--- src/rtl/adder_multiword_seq_pkg.sv ---
// Shared types and helpers for the multi-word sequential adder.
// Holds the packet FSM state and the beat-index width function.
package adder_pkg;

  typedef enum logic {
    IDLE = 1'b0,
    BUSY = 1'b1
  } state_t;

  function automatic int beat_idx_w(input int max_beats);
    return (max_beats > 1) ? $clog2(max_beats) : 1;
  endfunction

endpackage

--- src/rtl/adder_xbit_serial.sv ---
// Combinational ripple-carry adder for one operand beat.
// Carry ripples bit by bit from i_cry to o_cry.
module adder_xbit_serial #(
  parameter int DATA_WIDTH = 4
) (
  input  logic [DATA_WIDTH-1:0] i_num_a,
  input  logic [DATA_WIDTH-1:0] i_num_b,
  input  logic                  i_cry,
  output logic [DATA_WIDTH-1:0] o_res,
  output logic                  o_cry
);

  logic [DATA_WIDTH:0] w_c;

  always_comb begin
    w_c    = '0;
    o_res  = '0;
    w_c[0] = i_cry;
    for (int i = 0; i < DATA_WIDTH; i++) begin
      o_res[i]  = i_num_a[i] ^ i_num_b[i] ^ w_c[i];
      w_c[i+1]  = (i_num_a[i] & i_num_b[i])
                | (w_c[i] & (i_num_a[i] ^ i_num_b[i]));
    end
    o_cry = w_c[DATA_WIDTH];
  end

endmodule

--- src/rtl/adder_multiword_seq.sv ---
// Packet-based multi-word adder: one beat per cycle, carry chained
// between beats through a one-bit register, one registered output stage.
module adder_multiword_seq
  import adder_pkg::*;
#(
  parameter int DATA_WIDTH = 4,
  parameter int MAX_BEATS  = 8,
  localparam int IW = beat_idx_w(MAX_BEATS)
) (
  input  logic                  i_clk,
  input  logic                  i_rst_n,
  input  logic                  i_valid,
  output logic                  o_ready,
  input  logic [DATA_WIDTH-1:0] i_num_a,
  input  logic [DATA_WIDTH-1:0] i_num_b,
  input  logic                  i_cry,
  input  logic                  i_first,
  input  logic                  i_last,
  output logic                  o_valid,
  input  logic                  i_ready,
  output logic [DATA_WIDTH-1:0] o_res,
  output logic                  o_cry,
  output logic                  o_last,
  output logic [IW-1:0]         o_beat_idx,
  output logic                  o_err
);

  localparam int CW = IW + 1;

  state_t                r_state;
  state_t                w_state_nxt;
  logic                  r_carry;
  logic [IW-1:0]         r_cnt;
  logic                  r_valid;
  logic [DATA_WIDTH-1:0] r_res;
  logic                  r_cry;
  logic                  r_last;
  logic [IW-1:0]         r_idx;
  logic                  r_err;

  logic                  w_ready;
  logic                  w_acc;
  logic                  w_start;
  logic                  w_cin;
  logic [DATA_WIDTH-1:0] w_sum;
  logic                  w_cout;
  logic [CW-1:0]         w_cnt_nxt;
  logic                  w_ovf;
  logic                  w_abandon;
  logic                  w_last;
  logic [IW-1:0]         w_idx;

  // A beat in IDLE is always treated as the start of a packet.
  assign w_start   = (r_state == IDLE) | i_first;
  assign w_acc     = i_valid & w_ready;
  assign w_cin     = w_start ? i_cry : r_carry;
  assign w_cnt_nxt = w_start ? CW'(1) : {1'b0, r_cnt} + CW'(1);
  assign w_ovf     = (w_cnt_nxt == CW'(MAX_BEATS)) & ~i_last;
  assign w_abandon = i_first & (r_state == BUSY);
  assign w_last    = i_last | w_ovf;
  assign w_idx     = w_start ? '0 : r_cnt;

  adder_xbit_serial #(
    .DATA_WIDTH (DATA_WIDTH)
  ) u_add (
    .i_num_a (i_num_a),
    .i_num_b (i_num_b),
    .i_cry   (w_cin),
    .o_res   (w_sum),
    .o_cry   (w_cout)
  );

  always_ff @(posedge i_clk or negedge i_rst_n) begin
    if (!i_rst_n) begin
      r_state <= IDLE;
    end else begin
      r_state <= w_state_nxt;
    end
  end

  always_comb begin
    w_state_nxt = r_state;
    if (w_acc) begin
      w_state_nxt = w_last ? IDLE : BUSY;
    end
  end

  always_comb begin
    w_ready = ~r_valid | i_ready;
  end

  always_ff @(posedge i_clk or negedge i_rst_n) begin
    if (!i_rst_n) begin
      r_carry <= 1'b0;
      r_cnt   <= '0;
    end else if (w_acc) begin
      r_carry <= w_cout;
      r_cnt   <= w_cnt_nxt[IW-1:0];
    end
  end

  always_ff @(posedge i_clk or negedge i_rst_n) begin
    if (!i_rst_n) begin
      r_valid <= 1'b0;
      r_res   <= '0;
      r_cry   <= 1'b0;
      r_last  <= 1'b0;
      r_idx   <= '0;
      r_err   <= 1'b0;
    end else begin
      r_err <= w_acc & (w_abandon | w_ovf);
      if (w_acc) begin
        r_valid <= 1'b1;
        r_res   <= w_sum;
        r_cry   <= w_cout;
        r_last  <= w_last;
        r_idx   <= w_idx;
      end else if (i_ready) begin
        r_valid <= 1'b0;
      end
    end
  end

  assign o_ready    = w_ready;
  assign o_valid    = r_valid;
  assign o_res      = r_res;
  assign o_cry      = r_cry;
  assign o_last     = r_last;
  assign o_beat_idx = r_idx;
  assign o_err      = r_err;

endmodule

--- config.mk ---
export PLATFORM = sky130hd
export DESIGN_NAME = adder_multiword_seq
export DESIGN_NICKNAME = d
export VERILOG_FILES = /design/src/rtl/adder_multiword_seq_pkg.sv /design/src/rtl/adder_xbit_serial.sv /design/src/rtl/adder_multiword_seq.sv
export SDC_FILE = /design/constraint.sdc
export NUM_CORES = 1
export LEC_CHECK = 0
export BUFFER_PORTS_ARGS = -buffer_cell sky130_fd_sc_hd__buf_2
export CAP_MARGIN = 20
export CORE_MARGIN = 4
export CORE_UTILIZATION = 36
export CTS_BUF_LIST = sky130_fd_sc_hd__clkbuf_8
export DETAILED_ROUTE_END_ITERATION = 8
export GPL_TIMING_DRIVEN = 0
export PLACE_DENSITY_LB_ADDON = 0.08
export SYNTH_ARGS = -nofsm -noshare
export SYNTH_HDL_FRONTEND = slang
export SYNTH_SLANG_ARGS = --single-unit
--- constraint.sdc ---
create_clock -name i_clk -period 2.6 [get_ports i_clk]
set_input_delay 0 -clock i_clk [delete_from_list [all_inputs] [get_ports i_clk]]
set_output_delay 0 -clock i_clk [all_outputs]
set_load 0.03 [all_outputs]
==> results summary, run 1 <==
The total count of max-transition violations in the final report is 0. The cell row count is 16. Synthesis handed over a netlist of 70 instances.

The synthesized design devotes to its leading area cell type 45.94% of total area. The routed design has 1.568 mm of wire. The clock input transition at the sequential cells of the worst setup and hold paths came out at roughly 0.06 ns. The number of hold violations in the final report came out at 0. After synthesis, the largest family of logic cells by area is buffers and inverters. By count the netlist is led by 15 x sky130_fd_sc_hd__dfrtp_1, 15 x sky130_fd_sc_hd__inv_1. The proportion of power drawn by combinational gates came out at between 30% and 40%. The number of global-route vias before repair came to between 600 and 700. From bottom edge to top edge, the die measures approximately 56 µm. The first-pass GRT wire length came out at ~2.9 mm.

The detailed router finished its first iteration with 9 violations. The total via count in the routed design is a little under 600. The fraction of the mapped netlist area in compound gates is between 10% and 20%.

The portion of total power attributed to sequential cells is a little over two fifths. Buffers inserted during clock tree synthesis total 3. The flip-flop and latch count after synthesis is 15. The number of H-tree levels is 1. The region available for standard cell placement spans 2062 µm². The clock net in this run drives a total of 15 sinks. The mapped netlist covers between 800 and 900 µm². The peak supply drop is 382.9 µV. The critical path's largest stage delay came out at about 0.4 ns. The number of nets handed over by synthesis was 90. The worst hold path belongs to the class in2reg.

The number of antenna diodes came out at 0. For this design the top-level I/O count stands at 27. The average via count per standard cell came out at around 4.6. The synthesized design spends more area on one cell type than any other, namely sky130_fd_sc_hd__dfrtp_1. Setup violations remaining at the end of the flow were counted as 0. The power per cell area came out at 665.7 nW/µm². At the end of routability-driven placement, the weighted congestion stood at 0.7086. The number of port buffers is 25. The effective utilization at floorplan came out at approximately 40%. The final clock skew came out at about 0.0023 ns. The detailed-placement wirelength estimate is approximately 1.2 mm. The multiplexer share of the synthesized area came out at under 10%. Entering global routing, the biggest net connects 16 pins.

The fraction of layout cells with a size suffix above 1 is 46.53%. The slew at the pin closest to its max-slew limit is between 0.3 and 0.4 ns. The number of max-capacitance violations reported came out at 0. Overall power consumption after layout is estimated at a little over 0.7 mW. The setup TNS after final layout came out at 0 ns. Setup repair after global routing could not meet its margin everywhere. The portion of the post-synthesis area used by sequential elements is a little under half. The fraction of the cycle the final worst path needs is a little over nine tenths. Among all flip-flop cells after synthesis, the most frequent one is sky130_fd_sc_hd__dfrtp_1. The flow ran to the end, and the final reports show no timing, DRC or antenna violations.

The aggregate global routing overflow came out at 0. The fmax came out at 0.3984 GHz. The synthesized area per cell is around 12 µm².

The root cell of the clock tree is sky130_fd_sc_hd__clkbuf_8. The path type of the worst setup path is reg2reg. Subtracting the final worst setup slack from the clock period gives ~2.5 ns.

The critical path's top delay family is adder cells. The per-cell routed wire length is around 12 µm. The internal power summed over all cells is between 0.4 and 0.5 mW. The worst-case headroom to the max-slew limit came out at between 70% and 80%.

The number of antenna violations at the first check in global routing is 0. The switching share of power came out at 33.16%. The switching power summed over all nets came out at roughly 0.23 mW. The number of enable flip-flop cells after synthesis is 0. The post-synthesis simple-gate area fraction is between 10% and 20%. STA classifies the critical path endpoint as a flip-flop.

Summing the areas of all xor and xnor instances in the mapped netlist gives 0% of the synthesized area. The buffer depth of the longest clock path is 2. The number of synthesis warnings is 0.

The clock latency at the later pin of the worst-skew pair came out at about 0.24 ns. Before antenna repair, the detailed router went through 4 iterations. The signal on the critical path passes through nor2b_4 -> mux2_4 -> fa_2 -> inv_2 -> fa_2 -> inv_2 -> fa_2 -> inv_2 -> fa_1 -> mux2i_1. The largest individual stage delay along the critical path comes from the cell sky130_fd_sc_hd__fa_1. The slack of the worst reg-to-reg path is roughly 0.090 ns. The clock network fraction of design power is approximately 26%. The required time of the worst setup path is approximately 2.8 ns. The full die area came out at slightly above 3000 µm². STA puts the critical path data arrival time at ~2.7 ns. The CTS tree is done. The async set or reset register ratio after synthesis is between 90% and 100%. The static leakage power is ~0.56 nW. The end-of-flow core utilization came out at between 50% and 60%. Ranked by total cell area, the synthesized netlist is headed by sky130_fd_sc_hd__dfrtp_1 46%, sky130_fd_sc_hd__fa_1 9.8%, sky130_fd_sc_hd__inv_1 6.9%, sky130_fd_sc_hd__mux2_4 5.5%, sky130_fd_sc_hd__nand4_1 3.1%. The remaining design rule violation count is 0. Global routing consumed, over all layers together, about an eighth of the routing resources. In this run the remaining antenna-violating nets after routing total 0.

The horizontal die dimension is 55.64 µm. Of the total synthesized cell area, the portion taken by full adders, half adders and majority gates is between 10% and 20%. The critical path launch point type is a flip-flop. The count of different cell masters after synthesis came out at 25. The area growth from synthesis to layout is 29.71%. The total number of nets in the final design came out at between 100 and 150.

The critical path contains buffers and inverters numbering 3 combined. The highest fanout seen on the critical path came out at 2.
## cell families after synthesis
group,Yosys count
flip-flops,15
multiplexers,6
AO/OA/AOI/OAI,13
AND/OR/NAND/NOR,11
adder cells (fa/ha/maj),5
buffers and inverters,20
## power by group through the flow
stage               Sequential [mW]  Clock, mW  Combinational [mW]
finish                        0.294      0.181               0.231
global route                  0.299      0.199               0.255
CTS                           0.295      0.187               0.232
detailed placement            0.299          0               0.220
global placement              0.298          0               0.218
floorplan                     0.356          0              0.0941
## state kept, by name, indices dropped and copies added (netlist names)
register and cells:
o_valid 1, o_last 1, r_state 1, r_cnt 3, o_err 1, o_cry 1
o_beat_idx 3, o_res 4
## placed cells by master, fill, tap and decap left out, drive strengths merged
cell,instances
a21oi,4
a32o,1
a41oi,1
and2,1
and3,1
and4b,1
buf,31
clkbuf,3
dfrtp,15
dlygate4sd3,1
fa,4
ha,1
inv,16
mux2,4
mux2i,2
nand2b,1
nand4,4
nor2b,2
o211a,1
o21a,1
o21ai,4
o311ai,1
or2b,1
## final cells by class
cell class | instances | area, µm²
plain buffers | 4 | 42.54
well taps | 27 | 33.78
clock inverters | 1 | 3.754
clock buffers | 3 | 41.29
flip-flops and latches | 15 | 375.4
multi-input cells | 35 | 356.6
inverters | 15 | 56.30
repair buffers | 28 | 150.1
fillers | 205 | 1002
## path summary, 6_finish.rpt
kind | startpoint | to | cells past startpoint
max in group asynchronous | i_rst_n | o_res[2]$_DFFE_PN0P_ | 2
min in group asynchronous | i_rst_n | o_beat_idx[2]$_DFFE_PN0P_ | 2
min | i_first | o_err$_DFF_PN0_ | 2
max reg2reg | r_state$_DFFE_PN0P_ | o_res[3]$_DFFE_PN0P_ | 10
max | r_state$_DFFE_PN0P_ | o_res[3]$_DFFE_PN0P_ | 10
min reg2reg | o_res[2]$_DFFE_PN0P_ | o_res[2]$_DFFE_PN0P_ | 1
## routing by layer
layer / routed length, µm / track usage (%)
met3: 97 / 4.640
met5: 0 / 0
met1: 736 / 15.67
met2: 714 / 18.07
met4: 19 / 4.167
## worst register-to-register path, cell delays in order, from the launching register on
cell	delay (ns)
sky130_fd_sc_hd__dfrtp_1	0.35
sky130_fd_sc_hd__nor2b_4	0.16
sky130_fd_sc_hd__mux2_4	0.32
sky130_fd_sc_hd__fa_2	0.36
sky130_fd_sc_hd__inv_2	0.07
sky130_fd_sc_hd__fa_2	0.19
sky130_fd_sc_hd__inv_2	0.04
sky130_fd_sc_hd__fa_2	0.34
sky130_fd_sc_hd__inv_2	0.06
sky130_fd_sc_hd__fa_1	0.40
sky130_fd_sc_hd__mux2i_1	0.15
## metrics by stage
step / hold slack [ns] / area, µm² / setup slack (ns) / instances
3_3_place_gp: -0.07111 / 975.9 / -0.1437 / 122
5_1_grt: 0.07864 / 1060 / -0.04083 / 128
6_report: 0.07043 / 1060 / 0.09016 / 128
4_1_cts: 0.03532 / 1057 / 0.01183 / 129
2_1_floorplan: -0.2956 / 817.0 / 0.01819 / 70
3_5_place_dp: -0.07524 / 975.9 / -0.1771 / 122
## what timing repair did
item,CTS,global route
hold endpoints to repair,15,0
hold buffers,1,0
setup buffers,2,0
endpoints found under the setup margin,1,1
pin swaps,1,4
gates resized for setup,5,5
(Power assumes the default switching activity.)
==> run 2: changes to the inputs <==
--- a/config.mk
+++ b/config.mk
@@ -7,6 +7,7 @@
 export LEC_CHECK = 0
 export BUFFER_PORTS_ARGS = -buffer_cell sky130_fd_sc_hd__buf_2
 export CAP_MARGIN = 20
+export CORE_ASPECT_RATIO = 1.75
 export CORE_MARGIN = 4
 export CORE_UTILIZATION = 36
 export CTS_BUF_LIST = sky130_fd_sc_hd__clkbuf_8
==> run 2 against run 1 <==
Net effect:
- routed wire length increased by 5.6%
- sequential power barely moved
- clock-buffer cell count did not move
- critical path depth is the same
- largest power group unchanged
- combinational power hardly changed
- highest routed layer unchanged
==> results summary, run 2 (synthesized netlist as in run 1, its figures left out) <==
The overall fraction of global-route tracks in use was 12.73% (was 12.01%). The post-layout minimum cycle time came out at 2.494 ns (was 2.510 ns). The DRC violation total after the first TritonRoute iteration came out at 2 (was 9). The total via count in the routed design is 616 (was 590). The peak supply drop is 399.4 µV (was 382.9 µV). The slew at the pin closest to its max-slew limit is 0.3420 ns (was 0.3390 ns).

The average via count per standard cell is 4.889 (was 4.609). The source of the critical timing path is r_state$_DFFE_PN0P_ (unchanged). The final critical-path setup slack is 0.1058 ns (was 0.09016 ns). The fraction of layout cells with a size suffix above 1 came out at 47.06% (was 46.53%). The die height is 71.02 µm (was 55.64 µm). The critical path's largest stage delay is 0.39 ns (was 0.40 ns). The slack of the worst reg-to-reg path came out at 0.11 ns (was 0.09 ns). The detailed-placement wirelength estimate came out at 1.234 mm (was 1.192 mm).

The cell row count is 22 (was 16). The number of max-capacitance violations reported came out at 0 (unchanged). The number of port buffers is 25 (unchanged). The fraction of the cycle the final worst path needs is 95.93% (was 96.53%). The fmax came out at 0.4009 GHz (was 0.3984 GHz). The remaining design rule violation count came out at 0 (unchanged).

The final weighted congestion in routability-driven placement is 0.6723 (was 0.7086). The master of the slowest instance on the critical path was sky130_fd_sc_hd__fa_1 (unchanged). The final clock skew came out at 0.001906 ns (was 0.002263 ns).

The clock latency at the later pin of the worst-skew pair is 0.24 ns (about the same). The area of the core is 2120 µm² (was 2062 µm²). The capture instance of the worst register-to-register path was o_res[3]$_DFFE_PN0P_ (unchanged).

The total setup violations reported at the end of the flow came to 0 (unchanged). The flip-flop count of the largest register, all copies and words added was 4 (unchanged). The worst hold path stage count came out at 2 (unchanged). The path type of the worst setup path is reg2reg (unchanged).

The first-pass GRT wire length came out at 2.967 mm (was 2.904 mm). The required time of the worst setup path was 2.77 ns (was 2.76 ns). The number of antenna violations at the first check in global routing is 0 (unchanged). Commonest non-fill, non-tap cells in the layout: 26 x sky130_fd_sc_hd__buf_2, 15 x sky130_fd_sc_hd__dfrtp_1, 13 x sky130_fd_sc_hd__inv_1 (unchanged). The number of ports placed on the die boundary is 27 (unchanged).

The nature of the critical path endpoint is a flip-flop (unchanged). The routed metal-1 wirelength came to 648 µm (was 736 µm). The critical path launch point type is a flip-flop (unchanged).

The number of global-route vias before repair is 657 (was 608). Run status: complete, no violations (unchanged). The worst min-delay path class is in2reg (unchanged). The clock input transition at the sequential cells of the worst setup and hold paths is 0.06 ns (about the same). The aggregate global routing overflow came out at 0 (unchanged).

The clock buffer count from CTS is 3 (unchanged). The post-detailed-routing wire length is 1.656 mm (was 1.568 mm). The number of hold violations in the final report came out at 0 (unchanged). The highest fanout seen on the critical path came out at 2 (unchanged). The full die area is 3126 µm² (was 3096 µm²).

The effective utilization at floorplan came out at 38.55% (was 39.62%). The CTS tree was done (unchanged). The arrival time at the worst endpoint is 2.67 ns (about the same). The buffer depth of the longest clock path was 2 (unchanged). The number of antenna diodes came out at 0 (unchanged).

The highest routing layer actually used is met4 (unchanged). The remaining antenna violation count after routing came out at 0 (unchanged). The final hold slack came out at 0.05807 ns (was 0.07043 ns).

The clock net sink count was 15 (unchanged). The area used by sequential logic in the layout is 375.4 µm² (unchanged). The total number of nets in the final design is 123 (was 122). The hold path startpoint is i_first (unchanged). Series of cell instances along the critical path: nor2b_2 -> mux2_4 -> fa_2 -> inv_2 -> fa_2 -> inv_2 -> fa_2 -> inv_2 -> fa_1 -> mux2i_1 (was nor2b_4 -> mux2_4 -> fa_2 -> inv_2 -> fa_2 -> inv_2 -> fa_2 -> inv_2 -> fa_1 -> mux2i_1). The power per cell area was 675.5 nW/µm² (was 665.7 nW/µm²). The horizontal die dimension came out at 44.01 µm (was 55.64 µm).

The sink of the worst hold path is o_err$_DFF_PN0_ (unchanged). The most frequent standard cell in the layout excluding fill and tap cells is sky130_fd_sc_hd__buf_2 (unchanged). The root cell of the clock tree was sky130_fd_sc_hd__clkbuf_8 (unchanged).

The source of the worst register-to-register timing path is r_state$_DFFE_PN0P_ (unchanged). The worst slack at placement is -0.2044 ns (was -0.1771 ns). The cell depth of the worst flop-to-flop path came out at 10 (unchanged). The final standard cell area without fillers came out at 1059 µm² (was 1060 µm²). The placement-stage cell area came out at 972.2 µm² (was 975.9 µm²). The count of TritonRoute iterations in the first routing pass is 3 (was 4). The routed wire length on met2 came out at 888 µm (was 714 µm).

The number of H-tree levels is 1 (unchanged). The per-cell routed wire length came out at 13.14 µm (was 12.25 µm). The largest net degree at the start of global routing came out at 16 (unchanged).

The total count of max-transition violations in the final report was 0 (unchanged). The total length of routed met3 wires is 94 µm (was 97 µm). The multi-input logic area came out at 351.6 µm² (was 356.6 µm²). The worst-case headroom to the max-slew limit is 77.20% (was 77.40%). The area growth from synthesis to layout came out at 29.56% (was 29.71%). The number of fill cells in the layout is 199 (was 205). The static leakage power came out at 0.5611 nW (was 0.5603 nW).
-- run 2: cell type report --
cell class | instances | area share [%]
sequential | 15 | 35.46
tap | 24 | 2.837
clock buffer | 3 | 3.901
multi-input combinational | 35 | 33.21
clock inverter | 1 | 0.3546
timing repair buffer | 29 | 14.89
buffer | 4 | 4.019
inverter | 15 | 5.319
-- run 2: worst max path at each step --
stage                                 endpoint  cells after the start
after floorplan           o_res[3]$_DFFE_PN0P_                     11
after global placement    o_res[3]$_DFFE_PN0P_                     11
after detailed placement  o_res[3]$_DFFE_PN0P_                     11
after CTS                 o_res[3]$_DFFE_PN0P_                     11
after global routing      o_res[3]$_DFFE_PN0P_                     10
final                     o_res[3]$_DFFE_PN0P_                     10
-- run 2: per-layer routing --
metal / vias up / track usage (%)
li1: 294 / -
met1: 299 / 14.54
met4: 0 / 7.047
met5: - / 0
met2: 21 / 21.43
met3: 2 / 2.290
-- run 2: worst max-delay path, delay by kind of cell (launching register included) --
kind	cells	cell delay [ns]
adder cells (fa/ha/maj)	4	1.26
buffers and inverters	3	0.16
flip-flops	1	0.34
multiplexers	2	0.46
AND/OR/NAND/NOR	1	0.22
-- run 2: metrics by stage --
step                      setup TNS, ns  instances  util (%)  total power [mW]
final                                 0        126     49.94            0.7150
after global routing          -0.001271        126     49.94            0.7574
after CTS                             0        126     49.82            0.7215
after detailed placement        -0.2044        119     45.87            0.5208
after global placement          -0.1746        119     45.87            0.5182
after floorplan                       0         70         -            0.4503
-- run 2: where the power goes --
group | internal (mW) | switching, mW | total [mW]
Clock | 0.104 | 0.0826 | 0.187
Combinational | 0.0983 | 0.136 | 0.234
Sequential | 0.271 | 0.0226 | 0.294
Total | 0.474 | 0.241 | 0.715
-- run 2: timing repair --
item | 4_1_cts | 5_1_grt
buffers inserted | 2 | 1
hold buffers | 1 | 0
cloned | 0 | 0
resized for setup | 7 | 2
pin swaps | 2 | 3
hold endpoints to repair | 15 | 0
setup endpoints to repair | 1 | 1
